$ cat src/rtl/lm75_pkg.sv
// lm75_pkg: shared constants for the LM75 I2C responder.
//   DEV_ADDR_DFLT          default 7-bit target address
//   PTR_TEMP..PTR_TOS      pointer register codes
//   THYST_RST / TOS_RST    power-on limit values (75 C / 80 C)
//   state_t                responder FSM state encoding
package lm75_pkg;

    localparam logic [6:0]  DEV_ADDR_DFLT = 7'h48;

    localparam logic [1:0]  PTR_TEMP  = 2'd0;
    localparam logic [1:0]  PTR_CONF  = 2'd1;
    localparam logic [1:0]  PTR_THYST = 2'd2;
    localparam logic [1:0]  PTR_TOS   = 2'd3;

    localparam logic [15:0] THYST_RST = 16'h4B00;
    localparam logic [15:0] TOS_RST   = 16'h5000;

    typedef enum logic [3:0] {
        ST_IDLE,
        ST_ADDR,
        ST_ADDR_ACK,
        ST_PTR,
        ST_PTR_ACK,
        ST_WDATA,
        ST_WDATA_ACK,
        ST_RDATA,
        ST_RACK
    } state_t;

endpackage

$ cat src/rtl/lm75_i2c_responder_line_sync.sv
// i2c_line_sync: two-flop synchronizers plus a history flop on SCL and SDA,
// producing single-cycle bus event pulses.
//   clk, rst              system clock, synchronous active-high reset
//   scl_i, sda_i          raw pad levels (asynchronous)
//   scl_rise, scl_fall    SCL edge pulses
//   start_det, stop_det   START / STOP pulses (SDA edge while SCL high)
//   sda_s                 synchronized SDA level
module i2c_line_sync (
    input  logic clk,
    input  logic rst,
    input  logic scl_i,
    input  logic sda_i,
    output logic scl_rise,
    output logic scl_fall,
    output logic start_det,
    output logic stop_det,
    output logic sda_s
);

    logic scl_meta_q, scl_meta_d, scl_sync_q, scl_sync_d, scl_hist_q, scl_hist_d;
    logic sda_meta_q, sda_meta_d, sda_sync_q, sda_sync_d, sda_hist_q, sda_hist_d;

    always_comb begin
        scl_meta_d = scl_i;
        scl_sync_d = scl_meta_q;
        scl_hist_d = scl_sync_q;
        sda_meta_d = sda_i;
        sda_sync_d = sda_meta_q;
        sda_hist_d = sda_sync_q;
    end

    // Reset to the idle-bus level so leaving reset never fakes an event.
    always_ff @(posedge clk) begin
        if (rst) begin
            scl_meta_q <= 1'b1;
            scl_sync_q <= 1'b1;
            scl_hist_q <= 1'b1;
            sda_meta_q <= 1'b1;
            sda_sync_q <= 1'b1;
            sda_hist_q <= 1'b1;
        end else begin
            scl_meta_q <= scl_meta_d;
            scl_sync_q <= scl_sync_d;
            scl_hist_q <= scl_hist_d;
            sda_meta_q <= sda_meta_d;
            sda_sync_q <= sda_sync_d;
            sda_hist_q <= sda_hist_d;
        end
    end

    assign scl_rise  =  scl_sync_q & ~scl_hist_q;
    assign scl_fall  = ~scl_sync_q &  scl_hist_q;
    // SCL must be high in both samples so an SCL edge coinciding with an
    // SDA change is not mistaken for START/STOP.
    assign start_det =  scl_sync_q &  scl_hist_q &  sda_hist_q & ~sda_sync_q;
    assign stop_det  =  scl_sync_q &  scl_hist_q & ~sda_hist_q &  sda_sync_q;
    assign sda_s     =  sda_sync_q;

endmodule

$ cat src/rtl/lm75_i2c_responder.sv
// lm75_i2c_responder: I2C target emulating an LM75 temperature sensor.
//   DEV_ADDR      7-bit target address
//   clk, rst      system clock (>= 16x SCL), synchronous active-high reset
//   scl_i, sda_i  raw bus lines
//   temp_i        LM75-format temperature word ([6:0] ignored)
//   sda_oe        1 = pull SDA low
//   busy          high from address match until STOP/START/NACK
//   os_o          over-temperature output (only with LM75_OS_EN defined)
// Optional feature macro: LM75_OS_EN (THYST/TOS registers + comparator).
//
// state        | meaning
// ST_IDLE      | not addressed, waiting for START
// ST_ADDR      | shifting in address + R/W
// ST_ADDR_ACK  | driving address ACK
// ST_PTR       | shifting in pointer byte
// ST_PTR_ACK   | driving pointer ACK
// ST_WDATA     | shifting in register write byte
// ST_WDATA_ACK | driving write-data ACK
// ST_RDATA     | shifting out register byte
// ST_RACK      | initiator ACK/NACK slot
module lm75_i2c_responder
    import lm75_pkg::*;
#(
    parameter logic [6:0] DEV_ADDR = DEV_ADDR_DFLT
) (
    input  logic        clk,
    input  logic        rst,
    input  logic        scl_i,
    input  logic        sda_i,
    input  logic [15:0] temp_i,
    output logic        sda_oe,
    output logic        busy
`ifdef LM75_OS_EN
    ,
    output logic        os_o
`endif
);

    logic scl_rise, scl_fall, start_det, stop_det, sda_s;

    i2c_line_sync u_sync (
        .clk       (clk),
        .rst       (rst),
        .scl_i     (scl_i),
        .sda_i     (sda_i),
        .scl_rise  (scl_rise),
        .scl_fall  (scl_fall),
        .start_det (start_det),
        .stop_det  (stop_det),
        .sda_s     (sda_s)
    );

    state_t     state_q, state_d;
    logic [2:0] bit_cnt_q, bit_cnt_d;
    logic [7:0] shreg_q, shreg_d;
    logic [7:0] tx_q, tx_d;
    logic       rw_q, rw_d;
    logic [1:0] ptr_q, ptr_d;
    logic       rd_idx_q, rd_idx_d;
    logic [1:0] wr_idx_q, wr_idx_d;
    logic       mack_q, mack_d;
    logic [8:0] snap_q, snap_d;     // temp_i[15:7]; low bits always read 0
    logic [7:0] conf_q, conf_d;
    logic       sda_oe_q, sda_oe_d;
    logic       busy_q, busy_d;
`ifdef LM75_OS_EN
    logic [8:0] thyst_q, thyst_d;   // limit registers keep only [15:7]
    logic [8:0] tos_q, tos_d;
    logic       flag_q, flag_d;
    logic       os_q, os_d;
`endif

    logic unused_temp_lsbs;
    assign unused_temp_lsbs = ^temp_i[6:0];

    function automatic logic [7:0] reg_byte(input logic [1:0] p, input logic idx);
        logic [7:0] b;
        b = 8'h00;
        case (p)
            PTR_TEMP:  b = idx ? {snap_q[0], 7'b0} : snap_q[8:1];
            PTR_CONF:  b = conf_q;
`ifdef LM75_OS_EN
            PTR_THYST: b = idx ? {thyst_q[0], 7'b0} : thyst_q[8:1];
            PTR_TOS:   b = idx ? {tos_q[0], 7'b0} : tos_q[8:1];
`endif
            default:   b = 8'h00;
        endcase
        return b;
    endfunction

    always_comb begin
        state_d   = state_q;
        bit_cnt_d = bit_cnt_q;
        shreg_d   = shreg_q;
        tx_d      = tx_q;
        rw_d      = rw_q;
        ptr_d     = ptr_q;
        rd_idx_d  = rd_idx_q;
        wr_idx_d  = wr_idx_q;
        mack_d    = mack_q;
        snap_d    = snap_q;
        conf_d    = conf_q;
        sda_oe_d  = sda_oe_q;
`ifdef LM75_OS_EN
        thyst_d   = thyst_q;
        tos_d     = tos_q;
`endif
        if (start_det) begin
            state_d   = ST_ADDR;
            bit_cnt_d = 3'd0;
            sda_oe_d  = 1'b0;
        end else if (stop_det) begin
            state_d  = ST_IDLE;
            sda_oe_d = 1'b0;
        end else begin
            case (state_q)
                ST_ADDR, ST_PTR, ST_WDATA: begin
                    if (scl_rise) begin
                        shreg_d   = {shreg_q[6:0], sda_s};
                        bit_cnt_d = bit_cnt_q + 3'd1;
                        if (bit_cnt_q == 3'd7) begin
                            if (state_q == ST_ADDR) begin
                                if (shreg_d[7:1] == DEV_ADDR) begin
                                    state_d = ST_ADDR_ACK;
                                    rw_d    = shreg_d[0];
                                    if (shreg_d[0]) snap_d = temp_i[15:7];
                                end else begin
                                    state_d = ST_IDLE;
                                end
                            end else if (state_q == ST_PTR) begin
                                ptr_d   = shreg_d[1:0];
                                state_d = ST_PTR_ACK;
                            end else begin
                                case (ptr_q)
                                    PTR_CONF:  if (wr_idx_q == 2'd0) conf_d = shreg_d;
`ifdef LM75_OS_EN
                                    PTR_THYST: begin
                                        if (wr_idx_q == 2'd0)      thyst_d[8:1] = shreg_d;
                                        else if (wr_idx_q == 2'd1) thyst_d[0]   = shreg_d[7];
                                    end
                                    PTR_TOS: begin
                                        if (wr_idx_q == 2'd0)      tos_d[8:1] = shreg_d;
                                        else if (wr_idx_q == 2'd1) tos_d[0]   = shreg_d[7];
                                    end
`endif
                                    default: ;
                                endcase
                                if (wr_idx_q != 2'd2) wr_idx_d = wr_idx_q + 2'd1;
                                state_d = ST_WDATA_ACK;
                            end
                        end
                    end
                end
                // ACK states: first fall drives ACK, second fall ends the slot.
                ST_ADDR_ACK, ST_PTR_ACK, ST_WDATA_ACK: begin
                    if (scl_fall) begin
                        if (!sda_oe_q) begin
                            sda_oe_d = 1'b1;
                        end else begin
                            bit_cnt_d = 3'd0;
                            sda_oe_d  = 1'b0;
                            if (state_q == ST_ADDR_ACK && rw_q) begin
                                state_d  = ST_RDATA;
                                rd_idx_d = 1'b0;
                                tx_d     = reg_byte(ptr_q, 1'b0);
                                sda_oe_d = ~tx_d[7];
                            end else if (state_q == ST_ADDR_ACK) begin
                                state_d = ST_PTR;
                            end else begin
                                if (state_q == ST_PTR_ACK) wr_idx_d = 2'd0;
                                state_d = ST_WDATA;
                            end
                        end
                    end
                end
                ST_RDATA: begin
                    if (scl_rise) begin
                        bit_cnt_d = bit_cnt_q + 3'd1;
                        if (bit_cnt_q == 3'd7) begin
                            state_d = ST_RACK;
                            mack_d  = 1'b0;
                        end
                    end else if (scl_fall) begin
                        sda_oe_d = ~tx_q[3'd7 - bit_cnt_q];
                    end
                end
                ST_RACK: begin
                    if (scl_rise) begin
                        if (sda_s) begin
                            state_d  = ST_IDLE;
                            sda_oe_d = 1'b0;
                        end else begin
                            mack_d = 1'b1;
                        end
                    end else if (scl_fall) begin
                        if (!mack_q) begin
                            sda_oe_d = 1'b0;
                        end else begin
                            // Config is one byte wide, so its index never advances.
                            rd_idx_d  = (ptr_q == PTR_CONF) ? 1'b0 : ~rd_idx_q;
                            tx_d      = reg_byte(ptr_q, rd_idx_d);
                            sda_oe_d  = ~tx_d[7];
                            bit_cnt_d = 3'd0;
                            mack_d    = 1'b0;
                            state_d   = ST_RDATA;
                        end
                    end
                end
                default: ;
            endcase
        end
        busy_d = (state_d != ST_IDLE) && (state_d != ST_ADDR);
    end

`ifdef LM75_OS_EN
    always_comb begin
        flag_d = flag_q;
        if ($signed(temp_i[15:7]) >= $signed(tos_q))
            flag_d = 1'b1;
        else if ($signed(temp_i[15:7]) < $signed(thyst_q))
            flag_d = 1'b0;
        os_d = flag_d ^ conf_q[2];
    end
`endif

    always_ff @(posedge clk) begin
        if (rst) begin
            state_q   <= ST_IDLE;
            bit_cnt_q <= 3'd0;
            shreg_q   <= 8'h00;
            tx_q      <= 8'h00;
            rw_q      <= 1'b0;
            ptr_q     <= PTR_TEMP;
            rd_idx_q  <= 1'b0;
            wr_idx_q  <= 2'd0;
            mack_q    <= 1'b0;
            snap_q    <= 9'h000;
            conf_q    <= 8'h00;
            sda_oe_q  <= 1'b0;
            busy_q    <= 1'b0;
`ifdef LM75_OS_EN
            thyst_q   <= THYST_RST[15:7];
            tos_q     <= TOS_RST[15:7];
            flag_q    <= 1'b0;
            os_q      <= 1'b0;
`endif
        end else begin
            state_q   <= state_d;
            bit_cnt_q <= bit_cnt_d;
            shreg_q   <= shreg_d;
            tx_q      <= tx_d;
            rw_q      <= rw_d;
            ptr_q     <= ptr_d;
            rd_idx_q  <= rd_idx_d;
            wr_idx_q  <= wr_idx_d;
            mack_q    <= mack_d;
            snap_q    <= snap_d;
            conf_q    <= conf_d;
            sda_oe_q  <= sda_oe_d;
            busy_q    <= busy_d;
`ifdef LM75_OS_EN
            thyst_q   <= thyst_d;
            tos_q     <= tos_d;
            flag_q    <= flag_d;
            os_q      <= os_d;
`endif
        end
    end

    assign sda_oe = sda_oe_q;
    assign busy   = busy_q;
`ifdef LM75_OS_EN
    assign os_o   = os_q;
`endif

endmodule
$ cat config.mk
export PLATFORM = sky130hd
export DESIGN_NAME = lm75_i2c_responder
export DESIGN_NICKNAME = d
export VERILOG_FILES = /design/src/rtl/lm75_pkg.sv /design/src/rtl/lm75_i2c_responder_line_sync.sv /design/src/rtl/lm75_i2c_responder.sv
export SDC_FILE = /design/constraint.sdc
export NUM_CORES = 1
export LEC_CHECK = 0
export ABC_AREA = 1
export BUFFER_PORTS_ARGS = -buffer_cell sky130_fd_sc_hd__buf_2
export CAP_MARGIN = 20
export CORE_MARGIN = 2
export CORE_UTILIZATION = 35
export DETAILED_ROUTE_END_ITERATION = 8
export GPL_TIMING_DRIVEN = 0
export MAX_ROUTING_LAYER = met4
export PLACE_DENSITY = 0.62
export SYNTH_ARGS = -nofsm -noshare
export SYNTH_HDL_FRONTEND = slang
export SYNTH_SLANG_ARGS = --single-unit
export TNS_END_PERCENT = 5
$ cat constraint.sdc
create_clock -name clk -period 1.7 [get_ports clk]
set_clock_uncertainty 0.05 [all_clocks]
set_input_delay 0.34 -clock clk [delete_from_list [all_inputs] [get_ports clk]]
set_output_delay 0.34 -clock clk [all_outputs]
set_load 0.02 [all_outputs]
==> flow_summary.rst, run 1 <==
.. list-table::
   :header-rows: 1

   * - Metric
     - Value
   * - Result of the run
     - finished with violations
   * - Violated checks
     - setup timing
   * - Clock buffers created by TritonCTS
     - 5
   * - Worst vdd ir
     - 0.308 mV
   * - Via count of the first global-routing pass
     - 2539
   * - Total congestion overflow after global routing
     - 0
   * - Comb power frac
     - 0.350
   * - Total power draw
     - 0.00380 W
   * - GR Util All Layers
     - 0.170
   * - First-pass GRT wire length
     - 11800 um
   * - Detailed-route vias per instance
     - 4.75
   * - Sequential cell area fraction in the yosys report
     - 0.370
   * - Endpoint arrival time on the critical path
     - 1.88 ns
   * - Total half-perimeter wirelength after legalization and detailed placement
     - 5190 um
   * - Switching power share of the total
     - 0.381
   * - CP startpoint kind
     - flop
   * - Part of the total power dissipated in sequential elements
     - 0.414
   * - P_sw
     - 0.00145 W
   * - Floorplan die height
     - 95.3 um
   * - Net count, final
     - 496
   * - Cell area after synthesis
     - 2920 um^2
   * - Pwr/cell area
     - 1110 nW/um^2
   * - Maximum cell stage delay along the critical path
     - 0.37 ns
   * - Clock root buffer master
     - sky130_fd_sc_hd__clkbuf_8
   * - Tcrit/Tclk final
     - 1.01
   * - Router iterations before antenna repair
     - 5
   * - Most common library cell in the layout ignoring fill and taps
     - sky130_fd_sc_hd__nand2_1
   * - Most common flop cell mapped by yosys
     - sky130_fd_sc_hd__dfxtp_1
   * - Maximum number of buffers from clock root to sink
     - 2
   * - Vias post-DR
     - 2734
   * - Std cell rows
     - 33
   * - Routed Antenna Nets
     - 0
   * - Number of fill cells in the layout
     - 859
   * - Transition time at the pin with the least slew margin
     - 0.590 ns
   * - Detailed Route Iter0 Violations
     - 171
   * - Share of the synthesized area in the top cell type
     - 0.370
   * - Req. time, crit path
     - 1.87 ns
   * - Cell count after synthesis
     - 441
   * - Final weighted congestion in routability-driven placement
     - 0.941
   * - Worst setup EP type
     - flop
   * - Commonest cells after routing, fill and taps aside
     - 104 x sky130_fd_sc_hd__nand2_1, 65 x sky130_fd_sc_hd__nor2_1, 50 x sky130_fd_sc_hd__inv_1, 46 x sky130_fd_sc_hd__dfxtp_1, 33 x sky130_fd_sc_hd__a21oi_1
   * - Share of post-route cells with drive strength above 1
     - 0.206
   * - Final period demand of the worst path
     - 1.72 ns
   * - Crit path kind
     - reg -> reg
   * - Library cell contributing the largest single delay on the critical path
     - sky130_fd_sc_hd__dfxtp_4
   * - Synthesis-stage register bit count
     - 54
   * - Placed Instance Area
     - 3110 um^2
   * - Detailed-route wire length per cell
     - 12.1 um
   * - Die W
     - 95.3 um
   * - Clock insertion delay at the later pin of the skew report
     - 0.31 ns
   * - CTS HTree Levels
     - 2
   * - Highest clock frequency the design can meet
     - 0.583 GHz
   * - # Max-Cap Violations
     - 0
   * - # IOs
     - 22
   * - Summed negative setup slack over all endpoints
     - -0.0166 ns
   * - Tightest Hold Check Type
     - in -> reg
   * - Yosys Warn Count
     - 0
   * - Mean instance size in the synthesized netlist
     - 6.62 um^2
   * - Slew headroom
     - 0.605
   * - Number of distinct standard cells referenced by the synthesized netlist
     - 31
   * - RSZ-0062 raised after global routing
     - yes
   * - Diode count
     - 0
   * - Final WS setup
     - -0.0166 ns
   * - Final wirelength
     - 6930 um
   * - Synth Net Count
     - 468
   * - Hold buffer count at CTS
     - 0
   * - Clock input transition at the sequential cells of the worst setup and hold paths
     - 0.10 ns
   * - Top cells by area, synth
     - sky130_fd_sc_hd__dfxtp_1 37%, sky130_fd_sc_hd__nand2_1 14%, sky130_fd_sc_hd__nor2_1 9.1%
   * - Final routed DRC violation total
     - 0
   * - Setup Viol. Count Final
     - 1
   * - Clock tree from TritonCTS
     - built
   * - Hold violation total from the final report
     - 0
   * - Final Slew Violations
     - 0
   * - Initial cell density of the core
     - 0.359
   * - Antenna violations before repair
     - 0
   * - Final core utilization
     - 0.423
   * - Post-synth top area cell
     - sky130_fd_sc_hd__dfxtp_1
   * - Post-synthesis to final-layout area growth
     - 17.8%
   * - Post-layout instance area
     - 3440 um^2
   * - Largest fanout on the critical path
     - 10
   * - Proportion of power drawn by the clock network
     - 0.236
   * - Internal power
     - 0.00235 W
   * - PortBufs
     - 13
   * - Leakage power
     - 1.49 nW
   * - Fraction of registers with async set or reset after synthesis
     - 0
   * - Die footprint
     - 9080 um^2
   * - Count of flip-flops with a built-in enable after synthesis
     - 0
   * - Number of sinks handled by clock tree synthesis
     - 54
   * - Largest net degree at the start of global routing
     - 19
   * - Area of the core
     - 8130 um^2
   * - Worst-path cell chain
     - ha_1, nand3_2, nand2_4, nor3_4, nand3_4, buf_6, nor2_2, nor2_1
[metrics by stage]
| stage | hold WS [ns] | std cells | worst slack (ns) |
|---|---|---|---|
| 3_3_place_gp | 0.342 | 559 | -0.186 |
| 6_report | 0.150 | 575 | -0.0166 |
| 5_1_grt | 0.158 | 575 | -0.0986 |
| 2_1_floorplan | 0.339 | 441 | 0.0976 |
| 4_1_cts | 0.145 | 570 | -0.0419 |
| 3_5_place_dp | 0.344 | 559 | -0.199 |
[Yosys cell counts, types with 3 or more instances]
cell type	count
sky130_fd_sc_hd__a21oi_1	34
sky130_fd_sc_hd__o21ai_0	24
sky130_fd_sc_hd__inv_1	54
sky130_fd_sc_hd__nand3_1	26
sky130_fd_sc_hd__or2_2	4
sky130_fd_sc_hd__ha_1	7
sky130_fd_sc_hd__nor3_1	6
sky130_fd_sc_hd__nand2_1	108
sky130_fd_sc_hd__nand2_2	5
sky130_fd_sc_hd__nand4_1	6
sky130_fd_sc_hd__dfxtp_1	54
sky130_fd_sc_hd__a21oi_2	3
sky130_fd_sc_hd__clkbuf_1	5
sky130_fd_sc_hd__o211ai_1	3
sky130_fd_sc_hd__nor2_1	71
sky130_fd_sc_hd__o21ai_1	3
sky130_fd_sc_hd__nor2_2	10
[cell type report]
class / count / area [um^2] / share of cell area
Buffer: 9 / 60.1 / 0.0175
Timing Repair Buffer: 21 / 133 / 0.0386
Multi-Input combinational cell: 321 / 1670 / 0.486
Sequential cell: 54 / 1100 / 0.321
Clock inverter: 3 / 47.5 / 0.0138
Clock buffer: 5 / 68.8 / 0.0200
Inverter: 57 / 224 / 0.0652
Tap cell: 105 / 131 / 0.0382
[layer usage]
metal	GRT usage	wire length (um)
met1	0.225	3330
met2	0.263	3230
met3	0.0285	258
met4	0.0556	112
met5	-	0
[registers in the layout, indices dropped and copies added (netlist names), 2 cells and up]
| signal | cells |
|---|---|
| bit_cnt_q | 3 |
| tx_q | 8 |
| wr_idx_q | 2 |
| ptr_q | 2 |
| shreg_q | 7 |
| state_q | 4 |
| snap_q | 9 |
| conf_q | 8 |
[worst paths after layout]
check | from | endpoint | slack (ns) | cells after the start
worst max-delay path | u_sync.scl_hist_d$_SDFF_PP1_ | snap_q[8]$_SDFFE_PP0P_ | -0.02 | 8
worst min-delay path | sda_i | u_sync.sda_meta_q$_SDFF_PP1_ | 0.15 | 2
worst max register to register | u_sync.scl_hist_d$_SDFF_PP1_ | snap_q[8]$_SDFFE_PP0P_ | -0.02 | 8
worst min register to register | u_sync.scl_meta_q$_SDFF_PP1_ | u_sync.scl_hist_d$_SDFF_PP1_ | 0.37 | 1
[power by group through the flow]
stage / Combinational, W / Sequential, W / Clock [W]
after detailed placement: 0.00121 / 0.00159 / 0
after global placement: 0.00119 / 0.00159 / 0
final: 0.00133 / 0.00158 / 0.000897
after CTS: 0.00126 / 0.00158 / 0.000916
after global routing: 0.00153 / 0.00160 / 0.000950
after floorplan: 0.000952 / 0.00157 / 0
[timing repair]
item                                    in CTS  in global routing
endpoints found under the setup margin      43                 48
pin swaps                                    3                  8
gates cloned                                 0                  1
setup buffers                                3                  4
resized for setup                           21                 39
[cell families after synthesis]
logic type | synth area share
compound gates | 0.127
simple gates | 0.380
flops | 0.370
fa+ha+maj | 0.0300
buf+inv | 0.0935
[worst max-delay path, delay by kind of cell, from the launching register on]
| kind | cells | cell delay, ns |
|---|---|---|
| fa+ha+maj | 1 | 0.23 |
| flops | 1 | 0.37 |
| simple gates | 6 | 0.78 |
| buf+inv | 1 | 0.19 |
Power figures use the tool's default switching activity.
==> run 2: changes to the inputs <==
--- a/config.mk
+++ b/config.mk
@@ -9,11 +9,11 @@
 export BUFFER_PORTS_ARGS = -buffer_cell sky130_fd_sc_hd__buf_2
 export CAP_MARGIN = 20
 export CORE_MARGIN = 2
-export CORE_UTILIZATION = 35
+export CORE_UTILIZATION = 40
 export DETAILED_ROUTE_END_ITERATION = 8
 export GPL_TIMING_DRIVEN = 0
 export MAX_ROUTING_LAYER = met4
-export PLACE_DENSITY = 0.62
+export PLACE_DENSITY_LB_ADDON = 0.12
 export SYNTH_ARGS = -nofsm -noshare
 export SYNTH_HDL_FRONTEND = slang
 export SYNTH_SLANG_ARGS = --single-unit
==> run 2 against run 1 <==
The flow still finishes with violations (setup timing); first-iteration DRC count decreased by 37%; critical path depth unchanged; largest cell class unchanged; setup slack got worse by 0.0058 ns; non-clock buffer count decreased by 6; sequential cell count unchanged; core utilization increased by 5.0 points; highest routed layer unchanged; combinational power about the same; final area decreased by 1.3%; maximum frequency decreased by 0.34%; sequential power about the same.
==> flow_summary.rst, run 2 (synthesized netlist as in run 1, its figures left out) <==
.. list-table::
   :header-rows: 1

   * - Metric
     - Value
   * - Vias post-DR
     - 2652 (was 2734)
   * - Final wirelength
     - 7170 um (was 6930 um)
   * - Initial cell density of the core
     - 0.407 (was 0.359)
   * - Largest net degree at the start of global routing
     - 18 (was 19)
   * - Clock root buffer master
     - sky130_fd_sc_hd__clkbuf_8 (unchanged)
   * - Net count, final
     - 490 (was 496)
   * - Area of the core
     - 7180 um^2 (was 8130 um^2)
   * - Tightest Hold Check Type
     - in -> reg (unchanged)
   * - Maximum number of buffers from clock root to sink
     - 2 (unchanged)
   * - Result of the run
     - finished with violations (unchanged)
   * - Internal power
     - 0.00238 W (was 0.00235 W)
   * - Total congestion overflow after global routing
     - 0 (unchanged)
   * - Endpoint, Worst Hold
     - u_sync.scl_meta_q$_SDFF_PP1_ (was u_sync.sda_meta_q$_SDFF_PP1_)
   * - Slew headroom
     - 0.651 (was 0.605)
   * - Clock insertion delay at the later pin of the skew report
     - 0.32 ns (was 0.31 ns)
   * - Violated checks
     - setup timing (unchanged)
   * - # IOs
     - 22 (unchanged)
   * - Worst vdd ir
     - 0.362 mV (was 0.308 mV)
   * - Worst setup EP type
     - flop (unchanged)
   * - Req. time, crit path
     - 1.87 ns (about the same)
   * - Worst-path cell chain
     - inv_2, ha_4, nand4_1, nor3_4, nand2_2, buf_6, o21ai_1, a21oi_1 (was ha_1, nand3_2, nand2_4, nor3_4, nand3_4, buf_6, nor2_2, nor2_1)
   * - Clock tree from TritonCTS
     - built (unchanged)
   * - Largest register by flop count
     - snap_q (unchanged)
   * - Switching power share of the total
     - 0.380 (was 0.381)
   * - Tcrit/Tclk final
     - 1.01 (about the same)
   * - Placed Instance Area
     - 3110 um^2 (about the same)
   * - Hold path depth
     - 2 (unchanged)
   * - Comb power frac
     - 0.341 (was 0.350)
   * - Endpoint arrival time on the critical path
     - 1.89 ns (was 1.88 ns)
   * - Final Slew Violations
     - 0 (unchanged)
   * - Leakage power
     - 1.47 nW (was 1.49 nW)
   * - Detailed-route wire length per cell
     - 12.7 um (was 12.1 um)
   * - Clock buffers created by TritonCTS
     - 5 (unchanged)
   * - PortBufs
     - 13 (unchanged)
   * - Leading registers by flop count
     - snap_q (9), conf_q (8), tx_q (8) (unchanged)
   * - Detailed Route Iter0 Violations
     - 108 (was 171)
   * - Via count of the first global-routing pass
     - 2354 (was 2539)
   * - Hold buffer count at CTS
     - 0 (unchanged)
   * - Antenna violations before repair
     - 0 (unchanged)
   * - CTS HTree Levels
     - 2 (unchanged)
   * - Crit Reg-Reg Endpoint
     - conf_q[6]$_SDFFE_PP0P_ (was snap_q[8]$_SDFFE_PP0P_)
   * - Transition time at the pin with the least slew margin
     - 0.524 ns (was 0.590 ns)
   * - Final weighted congestion in routability-driven placement
     - 0.868 (was 0.941)
   * - Floorplan die height
     - 89.4 um (was 95.3 um)
   * - Largest fanout on the critical path
     - 10 (unchanged)
   * - Die footprint
     - 7990 um^2 (was 9080 um^2)
   * - Post-synthesis to final-layout area growth
     - 16.3% (was 17.8%)
   * - GR Util All Layers
     - 0.196 (was 0.170)
   * - Worst setup slack after placement
     - -0.278 ns (was -0.199 ns)
   * - First-pass GRT wire length
     - 11600 um (was 11800 um)
   * - Worst Reg-to-Reg Cells
     - 8 (unchanged)
   * - # Max-Cap Violations
     - 0 (unchanged)
   * - Flip-flop count of the largest register, all copies and words added
     - 9 (unchanged)
   * - Final routed DRC violation total
     - 0 (unchanged)
   * - Reg2reg setup slack
     - -0.02 ns (about the same)
   * - Fin Hold WS
     - 0.151 ns (was 0.150 ns)
   * - Library cell contributing the largest single delay on the critical path
     - sky130_fd_sc_hd__dfxtp_2 (was sky130_fd_sc_hd__dfxtp_4)
   * - Detailed-route vias per instance
     - 4.71 (was 4.75)
   * - Pwr/cell area
     - 1130 nW/um^2 (was 1110 nW/um^2)
   * - Crit path kind
     - reg -> reg (unchanged)
   * - Routed Antenna Nets
     - 0 (unchanged)
   * - P_sw
     - 0.00146 W (was 0.00145 W)
   * - Die W
     - 89.4 um (was 95.3 um)
   * - Most common library cell in the layout ignoring fill and taps
     - sky130_fd_sc_hd__nand2_1 (unchanged)
   * - Final WS setup
     - -0.0224 ns (was -0.0166 ns)
   * - Std cell rows
     - 31 (was 33)
   * - Commonest cells after routing, fill and taps aside
     - 105 x sky130_fd_sc_hd__nand2_1, 62 x sky130_fd_sc_hd__nor2_1, 50 x sky130_fd_sc_hd__inv_1, 46 x sky130_fd_sc_hd__dfxtp_1, 33 x sky130_fd_sc_hd__a21oi_1 (was 104 x sky130_fd_sc_hd__nand2_1, 65 x sky130_fd_sc_hd__nor2_1, 50 x sky130_fd_sc_hd__inv_1, 46 x sky130_fd_sc_hd__dfxtp_1, 33 x sky130_fd_sc_hd__a21oi_1)
   * - Highest clock frequency the design can meet
     - 0.581 GHz (was 0.583 GHz)
   * - Diode count
     - 0 (unchanged)
   * - Share of post-route cells with drive strength above 1
     - 0.196 (was 0.206)
   * - Total half-perimeter wirelength after legalization and detailed placement
     - 5470 um (was 5190 um)
   * - Summed negative setup slack over all endpoints
     - -0.0467 ns (was -0.0166 ns)
   * - Hold violation total from the final report
     - 0 (unchanged)
   * - Final period demand of the worst path
     - 1.72 ns (about the same)
   * - CP startpoint kind
     - flop (unchanged)
   * - Post-layout instance area
     - 3390 um^2 (was 3440 um^2)
   * - Setup Viol. Count Final
     - 8 (was 1)
   * - Proportion of power drawn by the clock network
     - 0.244 (was 0.236)
   * - Router iterations before antenna repair
     - 4 (was 5)
   * - Startpoint of the most critical hold path
     - scl_i (was sda_i)
   * - Reg2reg start
     - u_sync.scl_hist_q$_SDFF_PP1_ (was u_sync.scl_hist_d$_SDFF_PP1_)
   * - Part of the total power dissipated in sequential elements
     - 0.415 (was 0.414)
   * - Maximum cell stage delay along the critical path
     - 0.35 ns (was 0.37 ns)
   * - RSZ-0062 raised after global routing
     - yes (unchanged)
   * - Number of sinks handled by clock tree synthesis
     - 54 (unchanged)
   * - Clock input transition at the sequential cells of the worst setup and hold paths
     - 0.10 ns (about the same)
[run 2: cell count changes in the layout (fill, tap and decap cells not counted), moves of 3 or more]
cell                     before  now
sky130_fd_sc_hd__nor2_1      65   62
sky130_fd_sc_hd__buf_4        7    2
sky130_fd_sc_hd__nor2_2      13   16
sky130_fd_sc_hd__buf_6        5    1
[run 2: critical path: cells and delay by family (launching register included)]
family,cells,cell delay [ns]
buf+inv,2,0.22
flops,1,0.35
compound gates,2,0.17
fa+ha+maj,1,0.15
simple gates,3,0.68
[run 2: power groups by stage]
stage	sequential [W]	combinational [W]	clock, W
final	0.00159	0.00131	0.000934
after CTS	0.00158	0.00127	0.000980
after floorplan	0.00157	0.000952	0
after global routing	0.00162	0.00150	0.00102
after detailed placement	0.00159	0.00123	0
after global placement	0.00159	0.00122	0
[run 2: area by class of cell]
type | count | area (um^2)
fill | 770 | 3780
multi-input combinational | 321 | 1670
sequential | 54 | 1100
inverter | 57 | 225
tap | 99 | 124
timing repair buffer | 15 | 92.6
clock buffer | 6 | 82.6
buffer | 9 | 65.1
clock inverter | 2 | 38.8
[run 2: layer usage]
layer,share of wire,routed length [um],GRT usage
met2,0.43,3070,0.286
met4,0.016,115,0.0597
met5,0,0,-
met3,0.022,161,0.0332
met1,0.53,3830,0.277
[run 2: what timing repair did]
action,in CTS,in global routing
setup buffers,2,0
gates resized for setup,27,24
pin swaps,5,3
setup endpoints to repair,47,46
[run 2: worst max path at each step]
stage / endpoint / depth (start not counted) / from / slack [ns]
after global placement: snap_q[8]$_SDFFE_PP0P_ / 7 / u_sync.scl_hist_d$_SDFF_PP1_ / -0.27
after floorplan: tx_q[7]$_SDFFE_PP0P_ / 10 / u_sync.scl_hist_q$_SDFF_PP1_ / 0.1
final: conf_q[6]$_SDFFE_PP0P_ / 8 / u_sync.scl_hist_q$_SDFF_PP1_ / -0.02
after global routing: busy$_SDFF_PP0_ / 11 / bit_cnt_q[0]$_SDFFE_PP0P_ / -0.12
after CTS: conf_q[6]$_SDFFE_PP0P_ / 8 / u_sync.scl_hist_d$_SDFF_PP1_ / -0.03
after detailed placement: snap_q[8]$_SDFFE_PP0P_ / 7 / u_sync.scl_hist_d$_SDFF_PP1_ / -0.28
[run 2: stage by stage]
stage          instances  total power, W  utilization
2_1_floorplan        441         0.00253            -
4_1_cts              563         0.00383        0.464
6_report             563         0.00383        0.473
3_5_place_dp         553         0.00282        0.433
3_3_place_gp         553         0.00281        0.433
5_1_grt              563         0.00414        0.473
